<file path="config.mk">
export PLATFORM = sky130hd
export DESIGN_NAME = pwm_sequencer
export DESIGN_NICKNAME = d
export VERILOG_FILES = /design/src/rtl/pwm_sequencer.sv
export SDC_FILE = /design/constraint.sdc
export NUM_CORES = 1
export LEC_CHECK = 0
export CORE_ASPECT_RATIO = 0.75
export CORE_UTILIZATION = 30
export CTS_CLUSTER_DIAMETER = 30
export CTS_CLUSTER_SIZE = 30
export DETAILED_ROUTE_END_ITERATION = 10
export PLACE_DENSITY = 0.6
export SLEW_MARGIN = 30
export SYNTH_ARGS = -nofsm -noshare
export SYNTH_HDL_FRONTEND = slang
export SYNTH_SLANG_ARGS = --single-unit
</file>
<file path="constraint.sdc">
create_clock -name CLK -period 3.2 [get_ports CLK]
set_input_delay 0.64 -clock CLK [delete_from_list [all_inputs] [get_ports CLK]]
set_output_delay 0.64 -clock CLK [all_outputs]
set_load 0.01 [all_outputs]
</file>
<file path="src/rtl/pwm_sequencer.sv">
// pwm_sequencer: PWM time base with start/stop sequencing and glitch-free shadowed period/duty updates
//   CLK, RST (async, active-high); EN run request
//   CFG_VALID/CFG_READY handshake carrying CFG_PERIOD (period = P+1 cycles) and CFG_DUTY (high cycles)
//   PWM_OUT waveform, CNT counter, PERIOD_END last cycle of period, ACTIVE running or stopping
module pwm_sequencer #(
  parameter int WIDTH      = 4,
  parameter int RST_PERIOD = 15
) (
  input  logic             CLK,
  input  logic             RST,
  input  logic             EN,
  input  logic             CFG_VALID,
  input  logic [WIDTH-1:0] CFG_PERIOD,
  input  logic [WIDTH-1:0] CFG_DUTY,
  output logic             CFG_READY,
  output logic             PWM_OUT,
  output logic [WIDTH-1:0] CNT,
  output logic             PERIOD_END,
  output logic             ACTIVE
);
  typedef enum logic [1:0] {IDLE, RUN, STOP} state_t;
  state_t           r_state;
  logic [WIDTH-1:0] r_cnt;
  logic [WIDTH-1:0] r_period;
  logic [WIDTH-1:0] r_duty;
  logic [WIDTH-1:0] r_sh_period;
  logic [WIDTH-1:0] r_sh_duty;
  logic             r_sh_full;
  logic             w_active;
  logic             w_wrap;
  logic             w_capture;
  logic             w_commit;
  assign w_active  = r_state != IDLE;
  assign w_wrap    = w_active && (r_cnt == r_period);
  assign w_capture = CFG_VALID && !r_sh_full;
  // only a shadow filled before this edge may commit, so a capture on a wrap edge waits a full period
  assign w_commit  = r_sh_full && ((r_state == IDLE) || w_wrap);
  always_ff @(posedge CLK or posedge RST) begin
    if (RST) begin
      r_state     <= IDLE;
      r_cnt       <= '0;
      r_period    <= WIDTH'(RST_PERIOD);
      r_duty      <= '0;
      r_sh_period <= '0;
      r_sh_duty   <= '0;
      r_sh_full   <= 1'b0;
    end else begin
      if (w_capture) begin
        r_sh_period <= CFG_PERIOD;
        r_sh_duty   <= CFG_DUTY;
        r_sh_full   <= 1'b1;
      end else if (w_commit) begin
        r_period  <= r_sh_period;
        r_duty    <= r_sh_duty;
        r_sh_full <= 1'b0;
      end
      r_cnt   <= ((r_state == IDLE) || w_wrap) ? '0 : r_cnt + 1'b1;
      // EN wins from any state; STOP only falls to IDLE at the wrap edge
      r_state <= EN ? RUN :
                 (r_state == RUN) ? STOP :
                 ((r_state == STOP) && !w_wrap) ? STOP : IDLE;
    end
  end
  assign ACTIVE     = w_active;
  assign CNT        = r_cnt;
  assign CFG_READY  = !r_sh_full;
  assign PWM_OUT    = w_active && (r_cnt < r_duty);
  assign PERIOD_END = w_wrap;
endmodule
</file>
* After elaboration in Yosys (flattened, before gate mapping)
Index checks and enable logic that the tools add are counted.
** Storage, ports and cells
- Input bits :: 12
- Output and inout bits :: 8
- Logic and storage cells :: 31
- Register bits :: 23
** Cells by class
- Bitwise gates (word level) :: 1
- Magnitude comparators :: 1
- Reduce and logical (&&, ||, !) cells :: 12
- $add $sub $neg :: 1
- Muxes and demuxes :: 6
- Equal/unequal tests :: 3
** Operators by type and width (count)
- 2-to-1 mux 2 bit :: 3
- logical AND 1 bit :: 5
- adder 4 x 1 -> 4 bit (second input constant) :: 1
- equality test 4 bit :: 1
- less-than comparator 4 bit :: 1
- 2-to-1 mux 4 bit :: 1
- nonzero test 2 bit :: 2
- equality test 2 x 1 -> 1 bit (second input constant) :: 1
- equality test 2 bit (second input constant) :: 1
- logical NOT 1 bit :: 2
- logical NOT 2 bit :: 1
- 2-to-1 mux 1 bit :: 2
- AND reduction 2 bit :: 1
- logical OR 1 bit :: 1
- inverter 1 bit :: 1

* Depth between registers and ports, before layout
- Word-level depth :: 7
- Gate-level depth with buffers :: 5
- Gate-level depth less buffers :: 5

* Worst setup path after synthesis
No wires, ideal clock.
- Kind :: register -> output
- From :: reg r_cnt[1], in the netlist CNT[1]
- To :: out PWM_OUT
- Buffers on the path :: 0
- Path slack :: 1141 ps
- Data arrival time :: 1419 ps
- Required time :: 2560 ps
- Stages on the path, launching flop included :: 5
- Cell sequence :: dfrtp_1 -> ha_1 -> a21o_1 -> a21o_1 -> a211oi_1
** Between the ends
- Word-level cells in the longest chain between the ends :: 2
** RTL lines
- from (decl) :: line 23 : logic [WIDTH-1:0] r_cnt;
- from (signal assigned) :: line 57 : r_cnt <= ((r_state == IDLE) || w_wrap) ? '0 : r_cnt + 1'b1;
- less-than comparator 4 bit :: line 67 : assign PWM_OUT = w_active && (r_cnt < r_duty);
- logical AND 1 bit :: line 67
- to (decl) :: line 16 : output logic PWM_OUT,
Every way passes these cells.

* Worst setup path in the final report
Ends and elaborated chain as after synthesis.

==> results by group <==
Clocking
  – CTS tree: built
  – Clock latency on the worst-skew pair: between 200 and 300 ps
  – Hold-fix buffers, CTS: 0
  – CTS buffer count: 3
  – Worst-path clk slew: 80 ps
  – Setup Fix Bufs, Post-CTS: 0
  – Bufs on Longest Clock Path: 2
  – PostCTS Resize Cnt: 0
  – H-tree levels: 1
  – # clock sinks: 23
  – Root buf cell: clkbuf_8

Floorplan
  – Num ports: 20
  – Initial core utilization: 0.317
  – Die ar.: 3740 um2
  – Row count: 18
  – Die width: between 70 and 80 um
  – Die height: 53.2 um
  – Core area: approximately 3300 um2

Timing
  – Tightest Pin Transition: roughly 800 ps
  – Min Tclk post-route: between 2000 and 3000 ps
  – Finish-stage setup viols: 0
  – Fin Clk Skew: a little under 0.8 ps
  – Post-route clock period utilization: 0.871
  – Final Hold Viols: 0
  – Final slew viol count: 0
  – Setup TNS Final: 0 ps
  – Fmax: ~0.36 GHz
  – Worst setup margin: around 410 ps
  – Slew HR: 0.465
  – RSZ-0062 raised after global routing: no

Setup path
  – CP Cell Sequence: ha_1, a21o_1, a21o_1, a211oi_1, clkdlybuf4s50_1
  – Critical Path Source Type: flop
  – Maximum fanout along the worst path: 5
  – CP Class: flop to primary output
  – Reg2reg start: r_sh_full
  – Peak per-stage delay on the critical path: roughly 570 ps
  – Worst path most repeated cell: a21o_1
  – CP Buf/Inv Count: 1
  – Crit-path slowest cell: clkdlybuf4s50_1
  – Flop-to-flop setup slack: between 1500 and 2000 ps
  – Worst setup EP type: primary output
  – R2R depth: 2
  – Req. time, crit path: 2560 ps
  – FF-to-FF End: r_sh_period[3]
  – Worst EP arrival: around 2200 ps
  – CP delay by family, top: buffers and inverters

Cells and area
  – N_diodes: 0
  – # nets final: 114
  – Synthesis-to-finish area growth: 26.8%
  – Layout Utilization: 0.402
  – Fraction of layout cells with a size suffix above 1: 0.268

Route
  – Routed wire per std cell: roughly 12 um
  – Drt total wl: 1.66 mm
  – ANT nets after route: 0
  – Routed wl met3: between 90 and 100 um
  – Met1 wire length: 791 um
  – DRT iter0 DRCs: 22
  – DRT Pass-1 Iters: 2
  – Met2 WL: about 770 um
  – Vias: 630
  – Uppermost routed layer: met4
  – DRC: 0
  – Via density: approximately 4.6

Synthesis
  – Mapped Cells: between 70 and 80
  – Syn Nets: 91
  – Post-synth top area cell: dfrtp_1
  – Share of the yosys chip area belonging to registers: 0.553
  – Synth top area cells: dfrtp_1 45%, mux2_4 11%, dfstp_2 10%
  – Syn avg cell area: 14.0 um2
  – Yosys top cell area share: 0.453
  – Yosys cell types: 22
  – Yosys reg bits: 23
  – Yosys Warn Count: 0
  – Synth Cell Area: 1050 um2

Worst hold path
  – Hold_sp: r_sh_period[3]
  – Hold Crit Endpoint: r_period[3]
  – HP Class: flop to flop
  – Min-Delay Path Depth: 1

Pwr
  – PnR Total Power: ~1200 uW
  – Peak supply drop: ~420 uV
  – P_leak: around 0.00060 uW
  – Pwr per Cell Area: 922 nW/um2

Place
  – Pre-CTS WS: 690 ps
  – Routability cong.: approximately 0.73
  – PortBufs: 19
  – Detailed Place HPWL: roughly 1.3 mm

Global routing
  – Largest net degree at the start of global routing: 24
  – Initial antenna violation count: 0
  – Gr ovfl total: 0
  – First-pass GRT wire length: roughly 2.8 mm
  – Global Route Usage Sum: 0.0992
  – Number of global-route vias before repair: roughly 570

Run status
  – Outcome: complete, no violations

Flow run
  – Max Cap Viol: 0
-- worst register-to-register path: cells and delay by family (launching register included) --
| kind | cells | cell delay, ps |
|---|---|---|
| flip-flops | 1 | 460 |
| multiplexers | 1 | 410 |
| AND/OR/NAND/NOR | 1 | 610 |
-- sequential cells by signal (all words and copies together) (netlist names) --
register and cells:
r_sh_period 4, r_duty 4, CNT 4, r_sh_full 1
r_period 4, r_sh_duty 4, r_state 2
-- cell families (layout without fill, tap and decap cells) --
| logic type | count (synthesis) | count (layout) | synth area share |
|---|---|---|---|
| buf+inv | 7 | 29 | 0.0262 |
| fa+ha+maj | 4 | 4 | 0.0477 |
| flops | 23 | 23 | 0.553 |
| simple gates | 13 | 13 | 0.0787 |
| xor+xnor | 6 | 6 | 0.0501 |
| mux | 16 | 16 | 0.200 |
| compound gates | 6 | 6 | 0.0441 |
-- synthesized netlist by cell type --
cell and instances:
xnor2_1 5, ha_1 4, a21o_1 2, xor2_1 1, a211oi_1 1, nand3_1 1
buf_2 1, nand4_1 1, nand2b_1 2, nand2_8 1, a21oi_1 1, o21bai_1 1
nor2_1 5, inv_1 6, dfrtp_1 19, nand3b_1 1, mux2_2 8, mux2_4 8
nor2b_1 1, and3_1 1, a41o_2 1, dfstp_2 4
-- power breakdown --
group / internal (uW) / switching, uW
clock network: 86.7 / 88.9
registers: 441 / 104
logic: 323 / 184
-- worst max path at each step --
stage | endpoint | from | cells after the start
2_1_floorplan | PWM_OUT | CNT[1] | 4
3_3_place_gp | PWM_OUT | CNT[1] | 5
3_5_place_dp | PWM_OUT | CNT[1] | 5
4_1_cts | PWM_OUT | CNT[1] | 5
5_1_grt | PWM_OUT | CNT[1] | 5
6_report | PWM_OUT | CNT[1] | 5
-- metrics by stage --
stage          instances  hold slack (ps)  instance area, um2
5_1_grt              137              531                1330
4_1_cts              137              514                1330
2_1_floorplan         75              477                1050
6_report             137              506                1330
3_5_place_dp         133              494                1280
3_3_place_gp         133              489                1280
-- routing by layer --
metal	global-route usage	vias to the layer above
met5	0	-
met4	0.0100	0
met3	0.0419	2
met2	0.154	16
met1	0.133	312
li1	-	300
-- area by class of cell --
| type | count | area (um2) |
|---|---|---|
| clock buffers | 3 | 41.3 |
| flip-flops and latches | 23 | 581 |
| multi-input cells | 45 | 442 |
| well taps | 40 | 50.0 |
| repair buffers | 19 | 190 |
| fillers | 312 | 1980 |
| clock inverters | 1 | 5.00 |
| inverters | 6 | 22.5 |
-- layout by cell type (no fill, tap or decap), drive strengths merged --
cell | Yosys | routed
dfstp | 4 | 4
clkinv | 0 | 2
a41o | 1 | 1
ha | 4 | 4
clkdlybuf4s50 | 0 | 19
xnor2 | 5 | 5
nor2b | 1 | 1
a211oi | 1 | 1
and3 | 1 | 1
xor2 | 1 | 1
a21oi | 1 | 1
inv | 6 | 5
nor2 | 5 | 5
mux2 | 16 | 16
clkbuf | 0 | 3
nand3 | 1 | 1
nand4 | 1 | 1
o21bai | 1 | 1
nand2 | 1 | 1
dfrtp | 19 | 19
a21o | 2 | 2
nand2b | 2 | 2
nand3b | 1 | 1
No activity file was read; power rests on OpenSTA's default activity.
